$ cat config.mk
export PLATFORM = sky130hd
export DESIGN_NAME = id_ex_reg
export DESIGN_NICKNAME = d
export VERILOG_FILES = /design/src/rtl/id_ex_reg.sv
export SDC_FILE = /design/constraint.sdc
export NUM_CORES = 1
export LEC_CHECK = 0
export ABC_AREA = 0
export CELL_PAD_IN_SITES_DETAIL_PLACEMENT = 1
export CELL_PAD_IN_SITES_GLOBAL_PLACEMENT = 2
export CORE_UTILIZATION = 20
export CTS_BUF_LIST = sky130_fd_sc_hd__clkbuf_8
export CTS_CLUSTER_DIAMETER = 40
export DETAILED_ROUTE_END_ITERATION = 16
export PLACE_DENSITY_LB_ADDON = 0.25
export SKIP_LAST_GASP = 1
export SLEW_MARGIN = 10
export SYNTH_ARGS = -nofsm -noshare
export SYNTH_HDL_FRONTEND = slang
export SYNTH_SLANG_ARGS = --single-unit
$ cat constraint.sdc
create_clock -name clk -period 0.9 [get_ports clk]
set_input_delay 0.09 -clock clk [delete_from_list [all_inputs] [get_ports clk]]
set_output_delay 0.09 -clock clk [all_outputs]
set_load 0.01 [all_outputs]
$ cat src/rtl/id_ex_reg.sv
// rtl/id_ex_reg.sv - ID->EX pipeline register with stall, flush and valid bit
// Optional flush/stall perf counters are built when ID_EX_PERF_EN is defined.
module id_ex_reg #(
  parameter int XLEN  = 32,
  parameter int CNT_W = 32
) (
  input  logic            clk,
  input  logic            rst_n,
  input  logic            stall_e,
  input  logic            flush_e,
  input  logic            valid_d,
  input  logic [XLEN-1:0] rd1_d,
  input  logic [XLEN-1:0] rd2_d,
  input  logic [XLEN-1:0] pc_d,
  input  logic [XLEN-1:0] pc_plus4_d,
  input  logic [XLEN-1:0] imm_ext_d,
  input  logic [4:0]      rs1_d,
  input  logic [4:0]      rs2_d,
  input  logic [4:0]      rd_d,
  input  logic            reg_write_d,
  input  logic [1:0]      result_src_d,
  input  logic            mem_write_d,
  input  logic            jump_d,
  input  logic            branch_d,
  input  logic [2:0]      alu_ctrl_d,
  input  logic            alu_src_d,
  output logic            valid_e,
  output logic [XLEN-1:0] rd1_e,
  output logic [XLEN-1:0] rd2_e,
  output logic [XLEN-1:0] pc_e,
  output logic [XLEN-1:0] pc_plus4_e,
  output logic [XLEN-1:0] imm_ext_e,
  output logic [4:0]      rs1_e,
  output logic [4:0]      rs2_e,
  output logic [4:0]      rd_e,
  output logic            reg_write_e,
  output logic [1:0]      result_src_e,
  output logic            mem_write_e,
  output logic            jump_e,
  output logic            branch_e,
  output logic [2:0]      alu_ctrl_e,
  output logic            alu_src_e
`ifdef ID_EX_PERF_EN
  ,
  output logic [CNT_W-1:0] bubble_cnt,
  output logic [CNT_W-1:0] stall_cnt
`endif
);

  // A bubble clears every field, so rd_e=0 and the write enables can never
  // cause a spurious forward or side effect downstream.
  always_ff @(posedge clk) begin
    if (!rst_n || flush_e) begin
      valid_e      <= 1'b0;
      rd1_e        <= '0;
      rd2_e        <= '0;
      pc_e         <= '0;
      pc_plus4_e   <= '0;
      imm_ext_e    <= '0;
      rs1_e        <= '0;
      rs2_e        <= '0;
      rd_e         <= '0;
      reg_write_e  <= 1'b0;
      result_src_e <= '0;
      mem_write_e  <= 1'b0;
      jump_e       <= 1'b0;
      branch_e     <= 1'b0;
      alu_ctrl_e   <= '0;
      alu_src_e    <= 1'b0;
    end else if (!stall_e) begin
      valid_e      <= valid_d;
      rd1_e        <= rd1_d;
      rd2_e        <= rd2_d;
      pc_e         <= pc_d;
      pc_plus4_e   <= pc_plus4_d;
      imm_ext_e    <= imm_ext_d;
      rs1_e        <= rs1_d;
      rs2_e        <= rs2_d;
      rd_e         <= rd_d;
      reg_write_e  <= reg_write_d;
      result_src_e <= result_src_d;
      mem_write_e  <= mem_write_d;
      jump_e       <= jump_d;
      branch_e     <= branch_d;
      alu_ctrl_e   <= alu_ctrl_d;
      alu_src_e    <= alu_src_d;
    end
  end

`ifdef ID_EX_PERF_EN
  // Saturating counters; a stall cycle overridden by flush counts only as a bubble.
  always_ff @(posedge clk) begin
    if (!rst_n) begin
      bubble_cnt <= '0;
      stall_cnt  <= '0;
    end else if (flush_e) begin
      if (bubble_cnt != {CNT_W{1'b1}}) bubble_cnt <= bubble_cnt + 1'b1;
    end else if (stall_e) begin
      if (stall_cnt != {CNT_W{1'b1}}) stall_cnt <= stall_cnt + 1'b1;
    end
  end
`endif

endmodule

After elaboration in Yosys (flattened, before gate mapping)
Index checks and enable logic that the tools add are counted.
{"block": "word_totals", "wordCells": 18, "regBits": 186, "out_inout_bits": 186, "input_bits": 190}
{"block": "classes", "n_reduce_logical": 2}
{"cell": "zero test 1 bit", "n": 1}
{"cell": "logical OR 1 bit", "n": 1}

Logic depth before layout (Yosys ltp)
{"block": "depth", "depth_word": 2, "ltp_mapped": 5, "mapped_depth_nobuf": 2}

Worst setup path after synthesis
Ideal clock, no wire load.
{"block": "synth_timing", "path_kind": "input-to-reg", "startpoint": "input port stall_e", "endpoint": "register imm_ext_e[12]", "required_time_ps": 783, "setup_time_ps": 117, "slack_ps": 31, "cell_stages": 5, "path_buffers": 3, "t_arrival_ps": 752, "cell_sequence": "buf_4 buf_8 buf_8 mux2i_1 nor2_1"}
{"item": "from (decl)", "line_no": "9", "text": "input logic stall_e,"}
{"item": "to (signal assigned)", "line_no": "76", "text": "imm_ext_e <= imm_ext_d;"}
{"item": "to (decl)", "line_no": "32", "text": "output logic [XLEN-1:0] imm_ext_e,"}

Worst setup path after layout
{"block": "layout_timing", "startpoint": "register pc_plus4_e[31]", "endpoint": "output port pc_plus4_e[31]"}
{"item": "from (decl)", "line_no": "31", "text": "output logic [XLEN-1:0] pc_plus4_e,"}
{"item": "from (signal assigned)", "line_no": "75", "text": "pc_plus4_e <= pc_plus4_d;"}
No word-level cell between the ends.

==> run metrics <==
Total Wirelength=23200 µm; Post-synth EDFFs=0; first-pass GRT wire length=34600 µm; Pre-Repair DR Iteration Count=4; Longest Clk Path Bufs=2; Max Freq=953 MHz; flops & latches, synth=186; crit path DAT=0.96 ns; dpl cells=1423; max incr delay on CP=0.37 ns; Slowest-stage cell, CP=dfxtp_2; Static Leak=5.35 nW; vias per cell=3.92; Die Height=185 µm; vias=5728; Cells after Synth=601; period utilization=1.17; top_reg_cell synth=dfxtp_1; Pwr Total=17.2 mW; Synth area leaders=dfxtp_1 56%, mux2i_1 28%, nor2_1 10%; RSZ-0062 raised after global routing=true; Flop pwr share=0.507; Least-Margin Pin Slew=0.231 ns; Mapped Area=0.00666 mm²; final instance area=0.0120 mm²; sw frac=0.250; Rows=66; IO Port Bufs=375; Fin Clk Skew=0 ns; final-report setup violation count=186; post-synth top area share=0.559; share of cells above drive strength 1=0.449; DR WL/cell=15.9 µm; Starting Density=0.204; Fin. Hold Viols=0; HPWL after DPL=17500 µm; fin nets=1196; P_int=12.9 mW; worst path bufs/invs=1; core area=0.0326 mm²; total global-route track usage=0.136; CTS buffer count=17; Critical Path Start Type=flip-flop; initial drt markers=108; area grow syn2layout=80.3%; Ys Warns=0; CTS Sinks=186; Post-CTS Hold Buffers=0; switching power=4.32 mW; DR DRC count=0; diodes inserted=0; die area=0.0341 mm²; fin crit period=1.05 ns; post-route ant nets=0; crit end category=output port; vias in the first global route=6071; synth unique cells=9; Synthesized Nets=791; Max Slew Vio Count=0; CTS tree=yes; status=finished with violations; clock power share=0.330; CP required=0.81 ns; pin count of the biggest net entering global routing=29; Setup TNS Final=-22.08 ns; combinational power share=0.163; num ports=376; Clock transition at path regs=0.10 ns; CP Cell Sequence=buf_6; Root Driver=clkbuf_8; HP Class=primary input to flip-flop; P per Cell Area=1440 mW/mm²; syn avg cell area=11.1 µm²; setup ws final=-0.149 ns; top cells by count, synth=186 x dfxtp_1, 186 x mux2i_1, 186 x nor2_1; crit path max fanout=2; Hold Slack=0.169 ns; worst skew pair latency=0.48 ns; sequential cell area fraction in the yosys report=0.559; Synth area leader=dfxtp_1; max_cap viols=0; CTS H-tree depth=4; Setup CP Type=flip-flop to output port; area post-placement=0.0111 mm²; failing checks=negative setup slack; VDD IR max=0.661 mV; final cell count without fillers=1460; RePlAce Congestion=0.692; fraction of registers with async set/reset=0; CP delay by family, top=flip-flops; initial antenna violation count=0; relative slew slack=0.846; Die W=185 µm; fillcell total=3589; Overflow after GRT=0
[state kept, by name (all words and copies together), names as in the netlist, 2 cells and up]
register,flops
rd_e,5
pc_e,32
rd1_e,32
rd2_e,32
alu_ctrl_e,3
rs1_e,5
imm_ext_e,32
rs2_e,5
result_src_e,2
pc_plus4_e,32
[tightest hold or removal path: cells and delay by family]
family	cells	cell delay, ns
multiplexers	1	0.11
AND/OR/NAND/NOR	1	0.07
buffers and inverters	2	0.34
[stage by stage]
stage / worst slack, ns / utilization
floorplan: 0.0309 / -
global placement: -0.333 / 0.341
detailed placement: -0.331 / 0.341
CTS: -0.229 / 0.367
global route: -0.235 / 0.368
finish: -0.149 / 0.368
[power by group through the flow]
stage	sequential (mW)	clock, mW	combinational, mW
floorplan	8.95	0	0.971
global placement	8.82	0	2.77
detailed placement	8.83	0	2.79
CTS	8.75	6.09	2.85
global route	8.78	6.37	3.03
finish	8.74	5.70	2.81
[cells by family (layout without fill, tap and decap cells)]
| logic type | after synthesis | count (layout) | share of synthesized area |
|---|---|---|---|
| mux | 186 | 186 | 0.279 |
| buf+inv | 42 | 459 | 0.0561 |
| simple gates | 187 | 187 | 0.106 |
| flops | 186 | 186 | 0.559 |
[cell usage in the layout, fill, tap and decap left out, drive strengths merged]
master and n:
buf 240, clkdlybuf4s50 188, mux2i 186, nor2 186, dfxtp 186, clkbuf 19
clkinv 8, bufinv 2, nand2b 1, inv 1, clkinvlp 1
[area by class of cell]
class                           count  area [µm²]  area share
Timing Repair Buffer              428        4540       0.378
Sequential cell                   186        3960       0.329
Multi-Input combinational cell    373        2570       0.214
Tap cell                          442         553      0.0460
Clock buffer                       19         262      0.0218
Clock inverter                     12         126      0.0105
[worst paths after layout]
kind / to / slack, ns / cells after the start / startpoint
worst max-delay path: pc_plus4_e[31] / -0.15 / 1 / pc_plus4_e[31]
worst min-delay path: rd2_e[16] / 0.17 / 4 / stall_e
worst max register to register: rs2_e[4] / 0.02 / 4 / rs2_e[4]
worst min register to register: pc_e[8] / 0.50 / 2 / pc_e[8]
[layer usage]
metal	track usage	wire length, µm	up-vias
li1	-	-	2785
met1	0.149	9320	2656
met3	0.0751	3050	20
met2	0.219	10500	267
met5	0	0	-
met4	0.0480	327	0
[what timing repair did]
action | 4_1_cts | 5_1_grt
resized for setup | 1143 | 2
cloned | 0 | 0
pin swaps | 0 | 1
endpoints found under the hold margin | 0 | 0
buffers inserted | 3 | 3
setup endpoints to repair | 186 | 187
No activity file was read; power rests on OpenSTA's default activity.
